===== src/rtl/load_reply_unit_pkg.sv =====
// Shared definitions for the load reply unit: reply reasons, the reply request
// bundle and a saturating-counter helper used by the optional perf counters.
package load_reply_unit_pkg;

    localparam logic [1:0] REPLY_BANK      = 2'b00;
    localparam logic [1:0] REPLY_MISS_WAIT = 2'b00;
    localparam logic [1:0] REPLY_FWD       = 2'b01;
    localparam logic [1:0] REPLY_MSHR      = 2'b10;
    localparam logic [1:0] REPLY_TLB       = 2'b11;

    localparam int unsigned ReplyIdxW = 4;

    typedef struct packed {
        logic                 fast_en;
        logic [ReplyIdxW-1:0] fast_idx;
        logic                 slow_en;
        logic [ReplyIdxW-1:0] slow_idx;
        logic [1:0]           slow_reason;
        logic                 success;
        logic [ReplyIdxW-1:0] success_idx;
    } ReplyRequest;

    function automatic logic [15:0] sat_inc16(input logic [15:0] cnt, input logic en);
        return (en && (cnt != 16'hFFFF)) ? cnt + 16'd1 : cnt;
    endfunction

endpackage


===== src/rtl/load_reply_age_kill.sv =====
// Combinational ROB age compare and flush-kill decision for one pipeline stage.
module load_reply_age_kill #(
    parameter int unsigned ROB_W = 6
) (
    input  logic           valid_i,
    input  logic [ROB_W:0] rob_idx_i,
    input  logic           redirect_i,
    input  logic [ROB_W:0] redirect_idx_i,
    output logic           kill_o
);

    logic older;

    // Strictly older only; an equal ROB index is on the flushed side.
    assign older  = (rob_idx_i[ROB_W] ^ redirect_idx_i[ROB_W]) ^
                    (rob_idx_i[ROB_W-1:0] < redirect_idx_i[ROB_W-1:0]);
    assign kill_o = valid_i & redirect_i & ~older;

endmodule


===== src/rtl/load_reply_unit.sv =====
// Per-load-pipeline reply generator: fast reply from S1, slow reply or success from S3.
// Optional LOAD_REPLY_PERF_EN adds 16-bit saturating reply counters.
module load_reply_unit
    import load_reply_unit_pkg::*;
#(
    parameter int unsigned IDX_W = 4,
    parameter int unsigned ROB_W = 6
) (
    input  logic             clk_i,
    input  logic             rst_i,
    input  logic             issue_en_i,
    input  logic [IDX_W-1:0] issue_idx_i,
    input  logic [ROB_W:0]   issue_rob_idx_i,
    input  logic             issue_exception_i,
    input  logic             s1_dcache_ready_i,
    input  logic             s2_tlb_miss_i,
    input  logic             s2_fwd_wait_i,
    input  logic             s3_hit_i,
    input  logic             s3_mshr_full_i,
    input  logic             redirect_i,
    input  logic [ROB_W:0]   redirect_idx_i,
    output logic             reply_fast_en_o,
    output logic [IDX_W-1:0] reply_fast_idx_o,
    output logic             reply_slow_en_o,
    output logic [IDX_W-1:0] reply_slow_idx_o,
    output logic [1:0]       reply_slow_reason_o,
    output logic             success_o,
    output logic [IDX_W-1:0] success_idx_o
`ifdef LOAD_REPLY_PERF_EN
    ,
    output logic [15:0]      perf_fast_cnt_o,
    output logic [15:0]      perf_tlb_cnt_o,
    output logic [15:0]      perf_fwd_cnt_o,
    output logic [15:0]      perf_miss_cnt_o
`endif
);

    typedef struct packed {
        logic             valid;
        logic [IDX_W-1:0] idx;
        logic [ROB_W:0]   rob_idx;
        logic             exc;
        logic             tlbmiss;
        logic             fwd;
    } stage_t;

    stage_t s1, s2_d, s2_q, s3_d, s3_q;
    logic   s1_kill, s2_kill, s3_kill;

    logic             fast_en_d, fast_en_q;
    logic [IDX_W-1:0] fast_idx_d, fast_idx_q;
    logic             slow_en_d, slow_en_q;
    logic [IDX_W-1:0] slow_idx_d, slow_idx_q;
    logic [1:0]       slow_reason_d, slow_reason_q;
    logic             success_d, success_q;
    logic [IDX_W-1:0] success_idx_d, success_idx_q;

    load_reply_age_kill #(.ROB_W(ROB_W)) u_kill_s1 (
        .valid_i        (s1.valid),
        .rob_idx_i      (s1.rob_idx),
        .redirect_i     (redirect_i),
        .redirect_idx_i (redirect_idx_i),
        .kill_o         (s1_kill)
    );

    load_reply_age_kill #(.ROB_W(ROB_W)) u_kill_s2 (
        .valid_i        (s2_q.valid),
        .rob_idx_i      (s2_q.rob_idx),
        .redirect_i     (redirect_i),
        .redirect_idx_i (redirect_idx_i),
        .kill_o         (s2_kill)
    );

    load_reply_age_kill #(.ROB_W(ROB_W)) u_kill_s3 (
        .valid_i        (s3_q.valid),
        .rob_idx_i      (s3_q.rob_idx),
        .redirect_i     (redirect_i),
        .redirect_idx_i (redirect_idx_i),
        .kill_o         (s3_kill)
    );

    always_comb begin
        s1         = '0;
        s1.valid   = issue_en_i;
        s1.idx     = issue_idx_i;
        s1.rob_idx = issue_rob_idx_i;
        s1.exc     = issue_exception_i;

        // Exception loads skip the dcache, so a refused request does not bounce them.
        fast_en_d  = s1.valid & ~s1_kill & ~s1.exc & ~s1_dcache_ready_i;
        fast_idx_d = fast_en_d ? s1.idx : '0;
        s2_d       = s1;
        s2_d.valid = s1.valid & ~s1_kill & (s1.exc | s1_dcache_ready_i);

        s3_d         = s2_q;
        s3_d.valid   = s2_q.valid & ~s2_kill;
        s3_d.tlbmiss = s2_tlb_miss_i & ~s2_q.exc;
        s3_d.fwd     = s2_fwd_wait_i & ~s2_q.exc;

        slow_en_d     = 1'b0;
        slow_idx_d    = '0;
        slow_reason_d = REPLY_BANK;
        success_d     = 1'b0;
        success_idx_d = '0;
        if (s3_q.valid && !s3_kill) begin
            if (s3_q.exc || (!s3_q.tlbmiss && !s3_q.fwd && s3_hit_i)) begin
                success_d     = 1'b1;
                success_idx_d = s3_q.idx;
            end else begin
                slow_en_d  = 1'b1;
                slow_idx_d = s3_q.idx;
                if (s3_q.tlbmiss)       slow_reason_d = REPLY_TLB;
                else if (s3_q.fwd)      slow_reason_d = REPLY_FWD;
                else if (s3_mshr_full_i) slow_reason_d = REPLY_MSHR;
                else                    slow_reason_d = REPLY_MISS_WAIT;
            end
        end
    end

    always_ff @(posedge clk_i) begin
        if (rst_i) begin
            s2_q          <= '0;
            s3_q          <= '0;
            fast_en_q     <= 1'b0;
            fast_idx_q    <= '0;
            slow_en_q     <= 1'b0;
            slow_idx_q    <= '0;
            slow_reason_q <= '0;
            success_q     <= 1'b0;
            success_idx_q <= '0;
        end else begin
            s2_q          <= s2_d;
            s3_q          <= s3_d;
            fast_en_q     <= fast_en_d;
            fast_idx_q    <= fast_idx_d;
            slow_en_q     <= slow_en_d;
            slow_idx_q    <= slow_idx_d;
            slow_reason_q <= slow_reason_d;
            success_q     <= success_d;
            success_idx_q <= success_idx_d;
        end
    end

    assign reply_fast_en_o     = fast_en_q;
    assign reply_fast_idx_o    = fast_idx_q;
    assign reply_slow_en_o     = slow_en_q;
    assign reply_slow_idx_o    = slow_idx_q;
    assign reply_slow_reason_o = slow_reason_q;
    assign success_o           = success_q;
    assign success_idx_o       = success_idx_q;

`ifdef LOAD_REPLY_PERF_EN
    logic [15:0] perf_fast_q, perf_tlb_q, perf_fwd_q, perf_miss_q;
    logic        miss_reply;

    assign miss_reply = slow_en_d &
                        ((slow_reason_d == REPLY_MSHR) || (slow_reason_d == REPLY_MISS_WAIT));

    always_ff @(posedge clk_i) begin
        if (rst_i) begin
            perf_fast_q <= '0;
            perf_tlb_q  <= '0;
            perf_fwd_q  <= '0;
            perf_miss_q <= '0;
        end else begin
            perf_fast_q <= sat_inc16(perf_fast_q, fast_en_d);
            perf_tlb_q  <= sat_inc16(perf_tlb_q, slow_en_d & (slow_reason_d == REPLY_TLB));
            perf_fwd_q  <= sat_inc16(perf_fwd_q, slow_en_d & (slow_reason_d == REPLY_FWD));
            perf_miss_q <= sat_inc16(perf_miss_q, miss_reply);
        end
    end

    assign perf_fast_cnt_o = perf_fast_q;
    assign perf_tlb_cnt_o  = perf_tlb_q;
    assign perf_fwd_cnt_o  = perf_fwd_q;
    assign perf_miss_cnt_o = perf_miss_q;
`endif

endmodule


===== config.mk =====
export PLATFORM = sky130hd
export DESIGN_NAME = load_reply_unit
export DESIGN_NICKNAME = d
export VERILOG_FILES = /design/src/rtl/load_reply_unit_pkg.sv /design/src/rtl/load_reply_age_kill.sv /design/src/rtl/load_reply_unit.sv
export SDC_FILE = /design/constraint.sdc
export NUM_CORES = 1
export LEC_CHECK = 0
export ABC_AREA = 1
export CAP_MARGIN = 20
export CORE_ASPECT_RATIO = 0.8
export CORE_MARGIN = 4
export CORE_UTILIZATION = 45
export CTS_BUF_LIST = sky130_fd_sc_hd__clkbuf_4 sky130_fd_sc_hd__clkbuf_8
export DETAILED_ROUTE_END_ITERATION = 8
export PLACE_DENSITY = 0.77
export SLEW_MARGIN = 10
export SYNTH_ARGS = -nofsm -noshare
export SYNTH_HDL_FRONTEND = slang
export SYNTH_SLANG_ARGS = --single-unit

===== constraint.sdc =====
create_clock -name clk_i -period 1.2 [get_ports clk_i]
set_input_delay 0.18 -clock clk_i [delete_from_list [all_inputs] [get_ports clk_i]]
set_output_delay 0.18 -clock clk_i [all_outputs]
set_load 0.01 [all_outputs]

Yosys cells after proc, flatten, opt, wreduce, memory -nomap -nowiden
Cells that the tools add are included.
Widths: inputs -> output; s select.
{ "classes": {"bitwise_logic": 31, "magnitude_cmp": 3, "muxes": 5, "reduce_logical": 11} }
{ "op_table": {"columns": ["op", "n"], "rows": [
  ["$lt 6x6->1", 3],
  ["$and 1x1->1", 13],
  ["$not 1->1", 11],
  ["$mux 2", 3],
  ["$reduce_or 3->1", 2],
  ["$xor 1x1->1", 6],
  ["$reduce_or 2->1", 2],
  ["$logic_and 1x1->1", 3],
  ["$logic_not 1->1", 3],
  ["$mux 1", 2],
  ["$logic_or 1x1->1", 1],
  ["$or 1x1->1", 1]
]} }
{ "word_totals": {"reg_bits": 45} }

Logic depth before layout (Yosys ltp)
{ "depth": {"ltp_word": 10, "mapped_depth": 10, "depth_no_buf": 10} }

Cells and area by module
Synthesis repeated with hierarchy kept, for this count alone.
{ "unflattened": {"cells_unflattened": 242, "hier_area_um2": 1899.3} }
{ "modules_own_cells": {"columns": ["module", "area_per_inst_um2", "cells_per_inst", "seq_area_each_um2", "n_inst"], "rows": [
  ["load_reply_unit", 1325.0, 140, 900.9, 1],
  ["load_reply_age_kill", 191.4, 34, 0.0, 3]
]} }

Worst setup path after synthesis
OpenSTA, ideal clock, no wires.
{ "synth_path": {"path_kind": "reg-to-reg", "startpoint": "register s3_q[8] in the netlist's numbering", "endpoint": "register success_idx_q[0] (netlist: success_idx_o[0])", "synth_period_minus_slack_ns": 1.300, "t_arrival_ns": 1.187, "path_slack_ns": -0.100, "path_stages_with_launch": 10, "path_cell_list": "dfxtp_1 ha_1 nand2_1 inv_1 a21oi_2 nand2_1 nand2_1 nand3_2 nand3_2 nor2_1"} }
{ "synth_between": {"elab_chain_len": 8} }
{ "synth_rtl": {"columns": ["item", "line", "source"], "rows": [
  ["start, declared", "load_reply_unit.sv:47", "stage_t s1, s2_d, s2_q, s3_d, s3_q;"],
  ["start signal, assigned", "load_reply_unit.sv:123", "s3_q <= '0;"],
  ["start signal, assigned", "load_reply_unit.sv:133", "s3_q <= s3_d;"],
  ["$lt 6x6->1", "load_reply_age_kill.sv:16", "(rob_idx_i[ROB_W-1:0] < redirect_idx_i[ROB_W-1:0]);"],
  ["$xor 1x1->1", "load_reply_age_kill.sv:15", "assign older = (rob_idx_i[ROB_W] ^ redirect_idx_i[ROB_W]) ^"],
  ["$not 1->1", "load_reply_age_kill.sv:17", "assign kill_o = valid_i & redirect_i & ~older;"],
  ["$and 1x1->1", "load_reply_age_kill.sv:17", null],
  ["$logic_not 1->1", "load_reply_unit.sv:105", "if (s3_q.valid && !s3_kill) begin"],
  ["$logic_and 1x1->1", "load_reply_unit.sv:105", null],
  ["$not 1->1 (no source line)", null, null],
  ["$reduce_or 3->1 (no source line)", null, null],
  ["end signal, assigned", "load_reply_unit.sv:140", "success_idx_q <= success_idx_d;"],
  ["end, declared", "load_reply_unit.sv:56", "logic [IDX_W-1:0] success_idx_d, success_idx_q;"]
]} }
Every way passes these cells.
A chain may end at the register's enable or synchronous reset.

Worst setup path after layout
{ "layout_path": {"startpoint": "register s3_q[6] in the netlist's numbering", "endpoint": "register slow_idx_q[1] (netlist: reply_slow_idx_o[1])"} }
{ "layout_between": {"elab_chain_len": 8} }
{ "layout_rtl": {"columns": ["item", "line", "source"], "rows": [
  ["$lt 6x6->1", "load_reply_age_kill.sv:16", null],
  ["$xor 1x1->1", "load_reply_age_kill.sv:15", null],
  ["$not 1->1", "load_reply_age_kill.sv:17", null],
  ["$and 1x1->1", "load_reply_age_kill.sv:17", null],
  ["$logic_not 1->1", "load_reply_unit.sv:105", null],
  ["$logic_and 1x1->1", "load_reply_unit.sv:105", null],
  ["$not 1->1 (no source line)", null, null],
  ["$reduce_or 3->1 (no source line)", null, null],
  ["end signal, assigned", "load_reply_unit.sv:137", "slow_idx_q <= slow_idx_d;"],
  ["end, declared", "load_reply_unit.sv:53", "logic [IDX_W-1:0] slow_idx_d, slow_idx_q;"]
]} }
Every way passes these cells.

==> flow_summary.json <==
{
  "status": "finished with violations",
  "violations": "negative setup slack",
  "critPathTopFamily": "simple AND/OR/NAND/NOR gates",
  "dp_hpwl_mm": 2.51,
  "grt_setup_unrepaired": "true",
  "vias_per_cell": 4.33,
  "top_usage_layer": "met2",
  "post-route-util_pct": 69.4,
  "worstPathMaxFanout": 7,
  "worstPathCellList": "ha_4, nand2_2, nor2_2, nand2_1, nand2_1, nand2_2, nand3_4, nand3_4, nor2_1",
  "slowest_delay_ns": 0.34,
  "holdWs_ns": 0.107,
  "cp.arrival_ns": 1.68,
  "wirelength_mm": 3.65,
  "fp.dieH_um": 64.1,
  "cts_hold_buf": 0,
  "cts_buffers": 5,
  "p_leak_nw": 1.31,
  "clkLatencyLatePin_ns": 0.30,
  "dieArea_um2": 5000,
  "cp.buffers_inverters": 0,
  "synth_edf_count": 0,
  "drt-initial-drc-count": 38,
  "clkTransAtPathRegs_ns": 0.09,
  "grt_pass1_wl_mm": 5.42,
  "synth.most_common_cell": "inv_1",
  "fp.dieW_um": 78.1,
  "cts_tree": "done",
  "avgSynthCellArea_um2": 8.08,
  "fin_crit_sh_pct": 121,
  "end_kind": "flop",
  "drv_cap": 0,
  "yosys.area.top_type": "dfxtp_1",
  "drive_above_1_share_pct": 26.2,
  "ys_seq_area_share_pct": 50.9,
  "wl_per_cell_um": 11.1,
  "syn_inst": 219,
  "cts_buffer_depth": 2,
  "worstSetupPathType": "reg -> reg",
  "gr-usage-all-layers_pct": 14.1,
  "ys_warn_count": 0,
  "ios": 45,
  "initial_core_util_pct": 46.5,
  "total_power_w": 0.00317,
  "portBuffers": 44,
  "grtUsageMet2_pct": 23.5,
  "crit_required_ns": 1.43,
  "synth_commonest_cells": "53 x inv_1, 50 x nor2_1, 45 x dfxtp_1",
  "num_vias": 1429,
  "drc": 0,
  "worst_pin_slew_ns": 0.373,
  "fin_crit_ns": 1.45,
  "core_area_um2": 3800,
  "ant_nets": 0,
  "nets": 317,
  "htreeDepth": 2,
  "finalMaxSlewViolations": 0,
  "critPathSlowestCell": "dfxtp_2",
  "fin_ws_ns": -0.253,
  "hold_viol": 0,
  "hp-class": "in -> reg",
  "synth.cell_area_um2": 1770,
  "diodes": 0,
  "ys_types": 18,
  "syn_to_final_growth_pct": 49.3,
  "cts_root_buf": "clkbuf_8",
  "ir_drop_v": 0.000770,
  "grt_max_degree": 16,
  "drtPass1Iterations": 4,
  "worst_slew_margin_rel_pct": 75.1,
  "place_congestion": 0.795,
  "rows": 20,
  "grt_pass1_vias": 1283,
  "timing.fmax_ghz": 0.688,
  "antenna_found_initial": 0,
  "met1_usage_pct": 16.7,
  "synthArstFlopShare_pct": 0,
  "grt-ovfl-total": 0,
  "setup_viol": 13,
  "gr-usage-met3_pct": 5.07,
  "clkSinkCount": 45,
  "startpoint_type": "flop",
  "place_ws_ns": -0.683,
  "synthFlopType": "dfxtp_1",
  "ys_top_cells_by_area": "dfxtp_1 51%, inv_1 11%, ha_1 11%",
  "synth_nets": 262,
  "ys_seq_elements": 45,
  "yosys.area.top_type_share_pct": 50.9,
  "skew_ns": 0.00936,
  "powerDensity_nw_per_um2": 1200
}
-- where the power goes --
| group | switching (W) | internal [W] | leakage, nW |
|---|---|---|---|
| clock network | 0.000520 | 0.000623 | 0.0543 |
| logic | 0.000235 | 0.000224 | 0.887 |
| registers | 0.0000217 | 0.00154 | 0.371 |
| total | 0.000777 | 0.00239 | 1.31 |
-- registers in the layout, indices dropped and copies added (netlist names) --
register / cells
reply_slow_en_o: 1
s2_q: 13
success_o: 1
reply_slow_reason_o: 2
success_idx_o: 4
reply_slow_idx_o: 4
s3_q: 15
reply_fast_en_o: 1
reply_fast_idx_o: 4
-- final timing paths --
check                                         from  slack [ns]             endpoint  cells past startpoint
worst max register to register             s3_q[6]       -0.25  reply_slow_idx_o[1]                      9
worst min-delay path            issue_rob_idx_i[3]        0.11              s2_q[6]                      3
worst min register to register            s2_q[13]        0.40             s3_q[13]                      2
worst max-delay path                       s3_q[6]       -0.25  reply_slow_idx_o[1]                      9
-- per-stage QoR --
step                      std cells  TNS [ns]  area (µm²)
after floorplan                 219     -1.05        1780
after global placement          320    -11.75        2310
after detailed placement        320    -12.28        2310
after CTS                       328     -2.24        2540
after global routing            330     -3.85        2640
final                           330     -2.60        2640
-- cell families (layout without fill, tap and decap cells) --
kind of cell | count (synthesis) | in the layout | share of synthesized area (%)
compound gates | 10 | 10 | 3.47
flops | 45 | 45 | 50.9
fa+ha+maj | 15 | 15 | 10.6
simple gates | 90 | 90 | 21.5
xor+xnor | 3 | 3 | 1.49
buf+inv | 56 | 112 | 12.0
-- cell type report --
class                      instances  area (µm²)
timing repair buffer              51         447
multi-input combinational        118         903
inverter                          53         199
fill                             316        1160
sequential                        45         908
clock inverter                     3        46.3
tap                               55        68.8
clock buffer                       5        68.8
-- cells in the final DEF (no fill, tap or decap), types with 4 or more instances in the layout --
master           count
dlygate4sd2_1       23
nand2_1             25
inv_2                8
inv_1               45
clkdlybuf4s50_1     16
nand3_4              4
nor2_2               8
clkbuf_8             5
buf_4                7
nand2_2              4
ha_4                11
ha_1                 4
dfxtp_1             39
nor2_1              40
clkbuf_2             4
dfxtp_2              6
-- worst min-delay path: stages --
cell	delay, ns
clkbuf_2	0.11
inv_1	0.05
nor2_1	0.04
-- layer usage --
layer  up-vias  part of all wire [%]
met4         0                   2.6
met3        12                   6.5
met1       626                    42
li1        747                     -
met2        44                    49
met5         -                     0
-- timing repair --
item	CTS	global route
gates cloned	0	0
buffers inserted	0	2
resized for setup	62	30
setup endpoints to repair	36	19
pin swaps	30	20
No activity file was read; power rests on OpenSTA's default activity.
